### src/rtl/reg_arbiter.sv
// reg_arbiter: two-requester arbiter in front of a shared 4-bit register.
// A requester holds req high with an opcode and operand until it sees its
// done pulse. The arbiter grants one requester, replays the latched
// operation as strobes onto the shared register, then pulses done.
// All outputs come straight from flops.
//
// Build option:
//   REG_ARB_FIXED_PRIO_EN  defined   -> simultaneous requests always grant A
//   REG_ARB_FIXED_PRIO_EN  undefined -> round-robin between A and B
module reg_arbiter (
    input  logic       clk,
    input  logic       rst_n,
    input  logic       req_a,
    input  logic       req_b,
    input  logic [2:0] op_a,
    input  logic [2:0] op_b,
    input  logic [3:0] data_a,
    input  logic [3:0] data_b,
    output logic       done_a,
    output logic       done_b,
    output logic       reg_cl,
    output logic       reg_ld,
    output logic       reg_inc,
    output logic       reg_dec,
    output logic       reg_sr,
    output logic       reg_sl,
    output logic       reg_ir,
    output logic       reg_il,
    output logic [3:0] reg_in,
    output logic       busy,
    output logic       owner
);

    typedef enum logic [1:0] {
        IDLE = 2'd0,
        EXEC = 2'd1,
        DONE = 2'd2
    } state_t;

    // Opcode values. CLR..SHL occupy 1..6, so strobe index = opcode - 1.
    localparam logic [2:0] OP_LD  = 3'd2;
    localparam logic [2:0] OP_SHR = 3'd5;
    localparam logic [2:0] OP_SHL = 3'd6;

    localparam int NUM_STRB = 6;

    state_t              state_q, state_d;
    logic [2:0]          op_q, op_d;
    logic [3:0]          data_q, data_d;
    logic [1:0]          cnt_q, cnt_d;
    logic                owner_q, owner_d;

    // Registered output images, computed from next-state values.
    logic [NUM_STRB-1:0] strb_q, strb_d;
    logic [3:0]          reg_in_q, reg_in_d;
    logic                reg_ir_q, reg_ir_d;
    logic                reg_il_q, reg_il_d;
    logic                done_a_q, done_a_d;
    logic                done_b_q, done_b_d;
    logic                busy_q, busy_d;

    logic                any_req;
    logic                grant_b;
    logic                exec_d;
    logic [2:0]          win_op;
    logic [3:0]          win_data;

`ifndef REG_ARB_FIXED_PRIO_EN
    // High when B should win a tie, i.e. A was served most recently.
    logic                prio_b_q, prio_b_d;
`endif

    // Winner selection; only meaningful while in IDLE.
    always_comb begin
        any_req = req_a | req_b;
`ifdef REG_ARB_FIXED_PRIO_EN
        grant_b = req_b & ~req_a;
`else
        grant_b = req_b & (~req_a | prio_b_q);
`endif
        win_op   = grant_b ? op_b   : op_a;
        win_data = grant_b ? data_b : data_a;
    end

    // Next-state logic: grant in IDLE, count down shift cycles in EXEC,
    // single-cycle DONE that hands priority to the other requester.
    always_comb begin
        state_d  = state_q;
        op_d     = op_q;
        data_d   = data_q;
        cnt_d    = cnt_q;
        owner_d  = owner_q;
`ifndef REG_ARB_FIXED_PRIO_EN
        prio_b_d = prio_b_q;
`endif
        case (state_q)
            IDLE: begin
                if (any_req) begin
                    state_d = EXEC;
                    owner_d = grant_b;
                    op_d    = win_op;
                    data_d  = win_data;
                    // Shift operand holds (count - 1); other ops take one cycle.
                    if (win_op == OP_SHR || win_op == OP_SHL) begin
                        cnt_d = win_data[1:0];
                    end else begin
                        cnt_d = 2'd0;
                    end
                end
            end
            EXEC: begin
                // Counter stops at zero; it never wraps back to 3.
                if (cnt_q == 2'd0) begin
                    state_d = DONE;
                end else begin
                    cnt_d = cnt_q - 2'd1;
                end
            end
            DONE: begin
                state_d = IDLE;
`ifndef REG_ARB_FIXED_PRIO_EN
                prio_b_d = ~owner_q;
`endif
            end
            default: begin
                state_d = IDLE;
            end
        endcase
    end

    assign exec_d = (state_d == EXEC);

    // One strobe per opcode; strobe gi belongs to opcode gi+1.
    generate
        for (genvar gi = 0; gi < NUM_STRB; gi++) begin : g_strb
            assign strb_d[gi] = exec_d && (op_d == 3'(gi + 1));
        end
    endgenerate

    // Data-carrying outputs are forced to zero unless their strobe is active.
    always_comb begin
        reg_in_d = (exec_d && op_d == OP_LD)  ? data_d    : 4'd0;
        reg_ir_d = (exec_d && op_d == OP_SHR) ? data_d[3] : 1'b0;
        reg_il_d = (exec_d && op_d == OP_SHL) ? data_d[3] : 1'b0;
        done_a_d = (state_d == DONE) && !owner_d;
        done_b_d = (state_d == DONE) &&  owner_d;
        busy_d   = (state_d != IDLE);
    end

    // Control state; asynchronous reset aborts any operation in flight.
    always_ff @(posedge clk or negedge rst_n) begin
        if (!rst_n) begin
            state_q  <= IDLE;
            op_q     <= 3'd0;
            data_q   <= 4'd0;
            cnt_q    <= 2'd0;
            owner_q  <= 1'b0;
`ifndef REG_ARB_FIXED_PRIO_EN
            prio_b_q <= 1'b0;
`endif
        end else begin
            state_q  <= state_d;
            op_q     <= op_d;
            data_q   <= data_d;
            cnt_q    <= cnt_d;
            owner_q  <= owner_d;
`ifndef REG_ARB_FIXED_PRIO_EN
            prio_b_q <= prio_b_d;
`endif
        end
    end

    // Output registers, cleared together with the control state.
    always_ff @(posedge clk or negedge rst_n) begin
        if (!rst_n) begin
            strb_q   <= '0;
            reg_in_q <= 4'd0;
            reg_ir_q <= 1'b0;
            reg_il_q <= 1'b0;
            done_a_q <= 1'b0;
            done_b_q <= 1'b0;
            busy_q   <= 1'b0;
        end else begin
            strb_q   <= strb_d;
            reg_in_q <= reg_in_d;
            reg_ir_q <= reg_ir_d;
            reg_il_q <= reg_il_d;
            done_a_q <= done_a_d;
            done_b_q <= done_b_d;
            busy_q   <= busy_d;
        end
    end

    assign reg_cl  = strb_q[0];
    assign reg_ld  = strb_q[1];
    assign reg_inc = strb_q[2];
    assign reg_dec = strb_q[3];
    assign reg_sr  = strb_q[4];
    assign reg_sl  = strb_q[5];
    assign reg_in  = reg_in_q;
    assign reg_ir  = reg_ir_q;
    assign reg_il  = reg_il_q;
    assign done_a  = done_a_q;
    assign done_b  = done_b_q;
    assign busy    = busy_q;
    assign owner   = owner_q;

endmodule

### config.mk
export PLATFORM = sky130hd
export DESIGN_NAME = reg_arbiter
export DESIGN_NICKNAME = d
export VERILOG_FILES = /design/src/rtl/reg_arbiter.sv
export SDC_FILE = /design/constraint.sdc
export NUM_CORES = 1
export LEC_CHECK = 0
export ABC_CLOCK_PERIOD_IN_PS = 3100
export CAP_MARGIN = 20
export CORE_MARGIN = 3
export CORE_UTILIZATION = 46
export DETAILED_ROUTE_END_ITERATION = 8
export PLACE_DENSITY = 0.83
export SETUP_SLACK_MARGIN = 0.15
export SLEW_MARGIN = 20
export SYNTH_ARGS = -nofsm -noshare
export SYNTH_HDL_FRONTEND = slang
export SYNTH_SLANG_ARGS = --single-unit
### constraint.sdc
create_clock -name clk -period 3.1 [get_ports clk]
set_input_delay 0.465 -clock clk [delete_from_list [all_inputs] [get_ports clk]]
set_output_delay 0.465 -clock clk [all_outputs]
set_load 0.02 [all_outputs]
After elaboration in Yosys (flattened, before gate mapping)
Cells that the tools add are included.
{"block": "classes", "addsub": 1, "multipliers": 0, "div_mod_pow": 0, "n_lt_le_gt_ge": 0, "eq_ne": 14, "shifts": 0, "muxes": 18, "bitwise_logic": 5, "n_reduce_logical": 15}
{"operator": "4-bit two-way mux", "count": 4}
{"operator": "3-bit == test, second input constant", "count": 5}
{"operator": "2-bit two-way mux", "count": 5}
{"operator": "3-bit two-way mux", "count": 3}
{"operator": "1-bit logical AND", "count": 8}
{"operator": "2-bit one-hot mux with 2 select lines", "count": 2}
{"operator": "3-bit by 2-bit == test with 1-bit output, second input constant", "count": 2}
{"operator": "2-bit by 1-bit == test with 1-bit output, second input constant", "count": 2}
{"operator": "2-bit == test, second input constant", "count": 2}
{"operator": "2-bit logical NOT", "count": 2}
{"operator": "1-bit two-way mux", "count": 4}
{"operator": "2-bit != test, second input constant", "count": 2}
{"operator": "2-bit nonzero test", "count": 2}
{"operator": "3-bit by 1-bit == test with 1-bit output, second input constant", "count": 1}
{"operator": "3-bit AND reduction", "count": 1}
{"operator": "1-bit NOT", "count": 2}
{"operator": "1-bit bitwise OR", "count": 2}
{"operator": "2-bit by 1-bit subtractor with 2-bit output, second input constant", "count": 1}
{"operator": "1-bit bitwise AND", "count": 1}
{"operator": "1-bit logical NOT", "count": 1}
{"operator": "1-bit logical OR", "count": 1}
{"block": "word_totals", "register_bits": 28, "latch_bits": 0, "mem_bits_rw": 0, "romBits": 0, "input_bits": 18, "out_inout_bits": 16, "wordCells": 66, "memories": 0}

Longest topological paths before layout
Gate-level depths: netlist (run 1).
{"block": "depth", "ltp_word": 9, "depth_mapped": 7, "depth_no_buf": 6}

Worst setup path before layout (run 1)
No wires, ideal clock.
{"block": "synth_path", "path_kind": "input -> register", "from": "in req_b", "to": "reg reg_in_q[1] (netlist: reg_in[1])", "setup_ps": 136, "t_arrival_ps": 1431, "required_time_ps": 2964, "slack_ps": 1533, "cell_stages": 6, "n_path_buf": 2, "path_cell_list": "or2_1 > buf_2 > o21ai_2 > buf_2 > o21bai_1 > nor4_2"}
{"block": "synth_via", "elab_chain_len": 7, "elab_cells_between_ends": 14, "cone_classes": "eq/ne (2); mux (9); bitwise (2); reduce/logical (1)"}
{"element": "from (decl)", "line_no": "14", "rtl": "input logic req_b,"}
{"element": "1-bit bitwise AND", "line_no": "79", "rtl": "grant_b = req_b & (~req_a | prio_b_q);"}
{"element": "3-bit two-way mux", "line_no": "81", "rtl": "win_op = grant_b ? op_b : op_a;"}
{"element": "3-bit two-way mux", "line_no": "98", "rtl": "if (any_req) begin"}
{"element": "3-bit two-way mux", "line_no": "96", "rtl": "case (state_q)"}
{"element": "3-bit by 2-bit == test with 1-bit output", "line_no": "142", "rtl": "reg_in_d = (exec_d && op_d == OP_LD) ? data_d : 4'd0;"}
{"element": "1-bit logical AND", "line_no": "142"}
{"element": "4-bit two-way mux *", "line_no": "142"}
{"element": "net reg_in_d[1]", "line_no": "55", "rtl": "logic [3:0] reg_in_q, reg_in_d;"}
{"element": "to (signal assigned)", "line_no": "185", "rtl": "reg_in_q <= reg_in_d;"}
{"element": "to (decl)", "line_no": "55"}
Mark *: on every way through the listed nets, which the timed path passes. The rest lies on a longest branch.
A chain may end at the register's enable or synchronous reset.

Worst setup path in the final report (run 1)
{"block": "layout_path", "from": "in req_b", "to": "reg reg_il_q (netlist: reg_il)"}
{"block": "layout_via", "elab_chain_len": 7, "elab_cells_between_ends": 14, "cone_classes": "eq/ne (2); mux (9); bitwise (2); reduce/logical (1)"}
{"element": "1-bit bitwise AND", "line_no": "79"}
{"element": "3-bit two-way mux", "line_no": "81"}
{"element": "3-bit two-way mux", "line_no": "98"}
{"element": "3-bit two-way mux", "line_no": "96"}
{"element": "3-bit == test", "line_no": "144", "rtl": "reg_il_d = (exec_d && op_d == OP_SHL) ? data_d[3] : 1'b0;"}
{"element": "1-bit logical AND", "line_no": "144"}
{"element": "1-bit two-way mux *", "line_no": "144"}
{"element": "net reg_il_d", "line_no": "57", "rtl": "logic reg_il_q, reg_il_d;"}
{"element": "to (signal assigned)", "line_no": "187", "rtl": "reg_il_q <= reg_il_d;"}
{"element": "to (decl)", "line_no": "57"}
Marks and branches as above.

==> flow_summary_export.csv, run 1 <==
group,metric,value,unit
run_status,outcome,"finished, final reports clean",
die,dieArea,3633,um^2
timing,hold_viol,0,
critical_path,critical_path.max_fanout,15,
die,start_util,48.72,%
cts,clk_latency,0.33,ns
cts,cts.repair.resized,0,
pwr,leakagePower,0.7492,nW
cts,cts_setup_buffers,0,
route,drt_iter0_markers,37,
die,io_pins,34,
grt,grt_pass1_wl,5.106,mm
timing,tightest_slew,0.6402,ns
critical_path,end_kind,"flop",
yosys,syn_nets,146,
cts,clk_pin_slew,0.15,ns
pwr,vdd_drop_max,0.6104,mV
route,drt-pass1-iter-count,5,
route,routed_wl,3.067,mm
cells_and_area,final_common_cell,"clkdlybuf4s50_1",
placement,routabilityCongestion,0.8970,
yosys,avgSynthCellArea,10.67,um^2
cts,ctsHoldBuffers,0,
cts,cts.sinks,28,
timing,slew_headroom,57.31,%
yosys,ys_seq_elements,28,
critical_path,crit_arrival,2.54,ns
cts,cts_buffer_depth,2,
die,num_rows,19,
yosys,ys_warn_count,0,
grt,grt_pass1_vias,1052,
pwr,p_per_area,970.5,nW/um^2
yosys,syn-cell-area,1355,um^2
timing,fin_setup_tns,0,ns
grt,grt_max_degree,29,
grt,antenna_found_initial,0,
critical_path,critPathRequiredTime,3.33,ns
grt,grt.overflow.total,0,
cts,cts_tree,"yes",
cts,cts_buffers,3,
timing,final_max_slew_viol_count,0,
timing,fin_crit,2.312,ns
cells_and_area,layout.nets,180,
critical_path,path_buf_inv,1,
yosys,syn_inst,127,
critical_path,crit_cells,5,
route,final_antenna_net_count,0,
timing,hold_ws,0.4860,ns
critical_path,cp_top_family,"buffers and inverters",
min_path,min_path_type,"in2async",
timing,fmax,432.6,MHz
cells_and_area,insertedDiodeCount,0,
placement,place.detailed.hpwl,2.354,mm
yosys,synth_cell_type_count,39,
timing,timing.final.crit_share,74.57,%
route,drc,0,
cts,cts_root_buf,"clkbuf_4",
route,routedWlPerCell,16.06,um
yosys,synth_ff_type,"dfrtp_1",
cts,ctsHtreeMaxLevel,1,
critical_path,start_kind,"input port",
cells_and_area,fillers,217,
die,coreArea,2781,um^2
yosys,async_flop_share,100.0,%
route,viasPerCell,5.827,
grt,track_usage,19.28,%
job,cap_violations,0,
critical_path,cpMaxStageDelayCell,"clkdlybuf4s50_1",
placement,place.port_buffers,33,
route,vias,1113,
yosys,seq_area_frac_synth,51.71,%
yosys,synth_edf_count,0,
timing,skew,0.009508,ns
timing,setup_violations,0,
cells_and_area,synthToLayoutAreaGrowth,29.46,%
critical_path,crit_chain,"clkdlybuf4s50_1, or2_1, a21oi_1, a31oi_2, nor4b_1",
die,die_y,60.28,um
critical_path,slowest_delay,0.76,ns
cells_and_area,drive_gt1_share,10.00,%
critical_path,crit_type,"in2reg",
critical_path,r2r_cells,4,
cells_and_area,final_cell_mix,"clkdlybuf4s50_1, dfrtp_1, inv_1",
die,die_w,60.28,um
timing,grt_setup_unrepaired,"no",
## flip-flops by register name, indices dropped and copies added, names as in the netlist
| signal | flops |
|---|---|
| reg_in | 4 |
| op_q | 3 |
| done_a | 1 |
| done_b | 1 |
| state_q | 2 |
| data_q | 4 |
| reg_ir | 1 |
| prio_b_q | 1 |
| owner | 1 |
| cnt_q | 2 |
| strb_q | 6 |
| reg_il | 1 |
| busy | 1 |
## area by class of cell
| cell class | instances | area, um^2 | area share (%) |
|---|---|---|---|
| clock buffer | 3 | 22.52 | 1.284 |
| clock inverter | 1 | 30.03 | 1.712 |
| tap | 31 | 38.79 | 2.211 |
| sequential | 28 | 700.7 | 39.94 |
| multi-input combinational | 84 | 586.8 | 33.45 |
| timing repair buffer | 34 | 337.8 | 19.26 |
| inverter | 10 | 37.54 | 2.140 |
## per-layer routing
metal  vias up  track usage (%)  share of wire, %
li1        525                -                 -
met1       531            26.16                42
met2        47            30.71                49
met3        10            3.024               5.6
met4         0            7.595               2.5
met5         -                0                 0
## kinds of logic (layout without fill, tap and decap cells)
logic type / after synthesis / count (layout) / share of synthesized area [%]
compound gates: 37 / 37 / 20.31
fa+ha+maj: 1 / 1 / 0.9232
buf+inv: 15 / 48 / 4.986
flops: 28 / 28 / 51.71
simple gates: 46 / 46 / 22.07
## stage by stage
stage,total power [mW],setup slack [ns],cells,instance area [um^2],utilization (%)
2_1_floorplan,1.189,1.533,127,1355,-
3_3_place_gp,1.441,0.6220,187,1702,61.18
3_5_place_dp,1.473,0.5147,187,1702,61.18
4_1_cts,1.706,0.8786,191,1754,63.07
5_1_grt,1.823,0.6716,191,1754,63.07
6_report,1.702,0.7883,191,1754,63.07
## path summary, 6_finish.rpt
kind | from | to | slack (ns)
hold / removal | rst_n | reg_in[3] | 0.49
max in group asynchronous | rst_n | state_q[1] | 2.35
hold reg to reg | owner | prio_b_q | 0.49
setup reg to reg | prio_b_q | reg_il | 1.15
min in group clk | owner | prio_b_q | 0.49
setup / recovery | req_b | reg_il | 0.79
## synthesized netlist by cell type (all sizes together), types with 2 or more instances
cell | count | area share (%)
nor3b | 2 | 1.1
nor4 | 4 | 3.7
a221o | 3 | 2.2
or2 | 2 | 1.1
a211oi | 3 | 1.7
nand2b | 5 | 2.3
nor2 | 10 | 3.3
dfrtp | 28 | 52
buf | 4 | 1.9
nand2 | 4 | 1.3
a31oi | 3 | 1.8
nor3 | 6 | 2.2
and3 | 3 | 1.4
inv | 10 | 2.8
a21oi | 7 | 2.6
o31ai | 3 | 2.7
a21o | 2 | 1.1
o21ai | 7 | 2.9
o21bai | 3 | 1.7
nor4b | 3 | 2.4
nand3 | 4 | 1.5
o22ai | 2 | 0.92
## power by group
group / internal, mW / total [mW] / switching, mW
Sequential: 0.515 / 0.595 / 0.0795
Clock: 0.131 / 0.234 / 0.104
Combinational: 0.363 / 0.873 / 0.510
(Power assumes the default switching activity.)
==> inputs of run 2 (changes only) <==
--- a/config.mk
+++ b/config.mk
@@ -5,12 +5,12 @@
 export SDC_FILE = /design/constraint.sdc
 export NUM_CORES = 1
 export LEC_CHECK = 0
-export ABC_CLOCK_PERIOD_IN_PS = 3100
+export ABC_CLOCK_PERIOD_IN_PS = 2000
 export CAP_MARGIN = 20
 export CORE_MARGIN = 3
-export CORE_UTILIZATION = 46
+export CORE_UTILIZATION = 43
 export DETAILED_ROUTE_END_ITERATION = 8
-export PLACE_DENSITY = 0.83
+export PLACE_DENSITY = 0.81
 export SETUP_SLACK_MARGIN = 0.15
 export SLEW_MARGIN = 20
 export SYNTH_ARGS = -nofsm -noshare
==> constraint.sdc (replaced) <==
create_clock -name clk -period 2 [get_ports clk]
set_input_delay 0.3 -clock clk [delete_from_list [all_inputs] [get_ports clk]]
set_output_delay 0.3 -clock clk [all_outputs]
set_load 0.02 [all_outputs]
==> flow_summary_export.csv, run 2 (synthesis gave the netlist of run 1 again) <==
group,metric,value,unit
placement,place.port_buffers,33,
critical_path,regToRegStartpoint,"state_q[0]",
timing,slew_headroom,71.03,%
placement,place.detailed.hpwl,2.446,mm
die,coreArea,2877,um^2
grt,track_usage,17.74,%
cells_and_area,insertedDiodeCount,0,
critical_path,r2r_cells,5,
grt,grt_max_degree,29,
route,routedWlPerCell,14.42,um
timing,grt_setup_unrepaired,"no",
pwr,leakagePower,0.8058,nW
cts,cts_buffer_depth,2,
die,io_pins,34,
placement,place_area,1805,um^2
critical_path,slowest_delay,0.49,ns
pwr,switching_power,1.123,mW
cells_and_area,final_cell_mix,"clkdlybuf4s50_1, dfrtp_1, buf_4",
cts,ctsHtreeMaxLevel,1,
route,viasPerCell,5.313,
pwr,combPwrFrac,54.6,%
timing,final_max_slew_viol_count,0,
route,drc,0,
pwr,power,2.836,mW
cts,clk_pin_slew,0.15,ns
cts,cts.repair.resized,0,
cts,cts_setup_buffers,0,
critical_path,critPathLaunch,"state_q[0]",
route,routed_wl,3.086,mm
die,num_rows,19,
cts,ctsHoldBuffers,0,
timing,setup_violations,0,
min_path,min_path_type,"in2async",
pwr,pwr-share-seq,32.4,%
placement,dp_cells,210,
grt,antenna_found_initial,0,
critical_path,crit_end,"reg_in[1]",
timing,fmax,589.8,MHz
grt,top_usage_layer,"met2",
cts,cts_tree,"yes",
critical_path,cpMaxStageDelayCell,"dfrtp_1",
critical_path,critPathRequiredTime,2.21,ns
critical_path,crit_arrival,1.91,ns
critical_path,end_kind,"flop",
timing,tightest_slew,0.4320,ns
timing,skew,0.002690,ns
cts,cts.sinks,28,
cts,clk_latency,0.33,ns
die,die_y,62.14,um
pwr,clkPwrFrac,13.0,%
timing,fin_ws,0.3046,ns
pwr,p_int,1.713,mW
pwr,vdd_drop_max,0.8142,mV
timing,fin_crit,1.695,ns
grt,grt_pass1_vias,1199,
grt,grt_pass1_wl,5.513,mm
timing,hold_ws,0.3185,ns
route,drt-pass1-iter-count,4,
job,cap_violations,0,
grt,grtUsageMet2,30.11,%
critical_path,r2r-end,"reg_in[1]",
timing,fin_setup_tns,0,ns
critical_path,critical_path.max_fanout,8,
cts,cts_buffers,3,
grt,use_met3,2.883,%
cells_and_area,fin_cells,214,
critical_path,crit_chain,"nor2_1, nand2_2, o31ai_4, buf_4, nor4_2",
cells_and_area,drive_gt1_share,16.28,%
grt,grtUsageMet1,22.09,%
cells_and_area,final_util,64.59,%
placement,routabilityCongestion,0.8367,
cts,cts_root_buf,"clkbuf_4",
grt,grt.overflow.total,0,
critical_path,reg2reg_slack,0.30,ns
timing,timing.final.crit_share,84.77,%
cells_and_area,synthToLayoutAreaGrowth,37.12,%
pwr,swShare,39.61,%
cells_and_area,final_common_cell,"clkdlybuf4s50_1",
cells_and_area,layout.nets,192,
die,dieArea,3861,um^2
critical_path,start_kind,"flop",
cells_and_area,design_area,1858,um^2
cells_and_area,top_register,"strb_q",
route,final_antenna_net_count,0,
die,die_w,62.14,um
timing,hold_viol,0,
die,start_util,47.11,%
route,vias,1137,
route,drt_iter0_markers,59,
critical_path,crit_type,"reg2reg",
run_status,outcome,"finished, final reports clean",
cells_and_area,largest_reg_flops,6,
placement,dp_slack,-0.06312,ns
pwr,p_per_area,1526,nW/um^2
## run 2: changes by cell type in the layout (fill, tap and decap cells not counted), sizes merged
cell,previous run,this run
buf,1,13
## run 2: how the worst min path moves through the flow
stage,startpoint,to,slack (ns)
2_1_floorplan,rst_n,busy,0.004
3_3_place_gp,owner,prio_b_q,0.46
3_5_place_dp,owner,prio_b_q,0.47
5_1_grt,rst_n,strb_q[3],0.34
6_report,rst_n,strb_q[3],0.32
4_1_cts,rst_n,strb_q[3],0.33
## run 2: area by class of cell
type,instances,area (um^2)
clock buffers,3,22.52
clock inverters,1,30.03
fillers,235,1018
inverters,10,37.54
multi-input cells,84,586.8
flip-flops and latches,28,700.7
well taps,42,52.55
repair buffers,46,427.9
## run 2: worst max-delay path: cells and delay by family (launching register included)
kind	cells	cell delay, ns
and+or+nand+nor	3	0.58
buffers and inverters	1	0.19
DFF	1	0.49
AOI/OAI and AO/OA	1	0.32
## run 2: power by group through the flow
| stage | logic, mW | clock network, mW | registers [mW] |
|---|---|---|---|
| floorplan | 0.782 | 0 | 1.06 |
| finish | 1.55 | 0.369 | 0.919 |
| global route | 1.68 | 0.400 | 0.957 |
| detailed placement | 1.54 | 0 | 0.931 |
| global placement | 1.52 | 0 | 0.920 |
| CTS | 1.55 | 0.374 | 0.918 |
## run 2: routing by layer
metal | wire [um] | vias to the layer above
met1 | 1345 | 536
met3 | 154 | 6
met5 | 0 | -
met4 | 65 | 0
met2 | 1520 | 42
li1 | - | 553
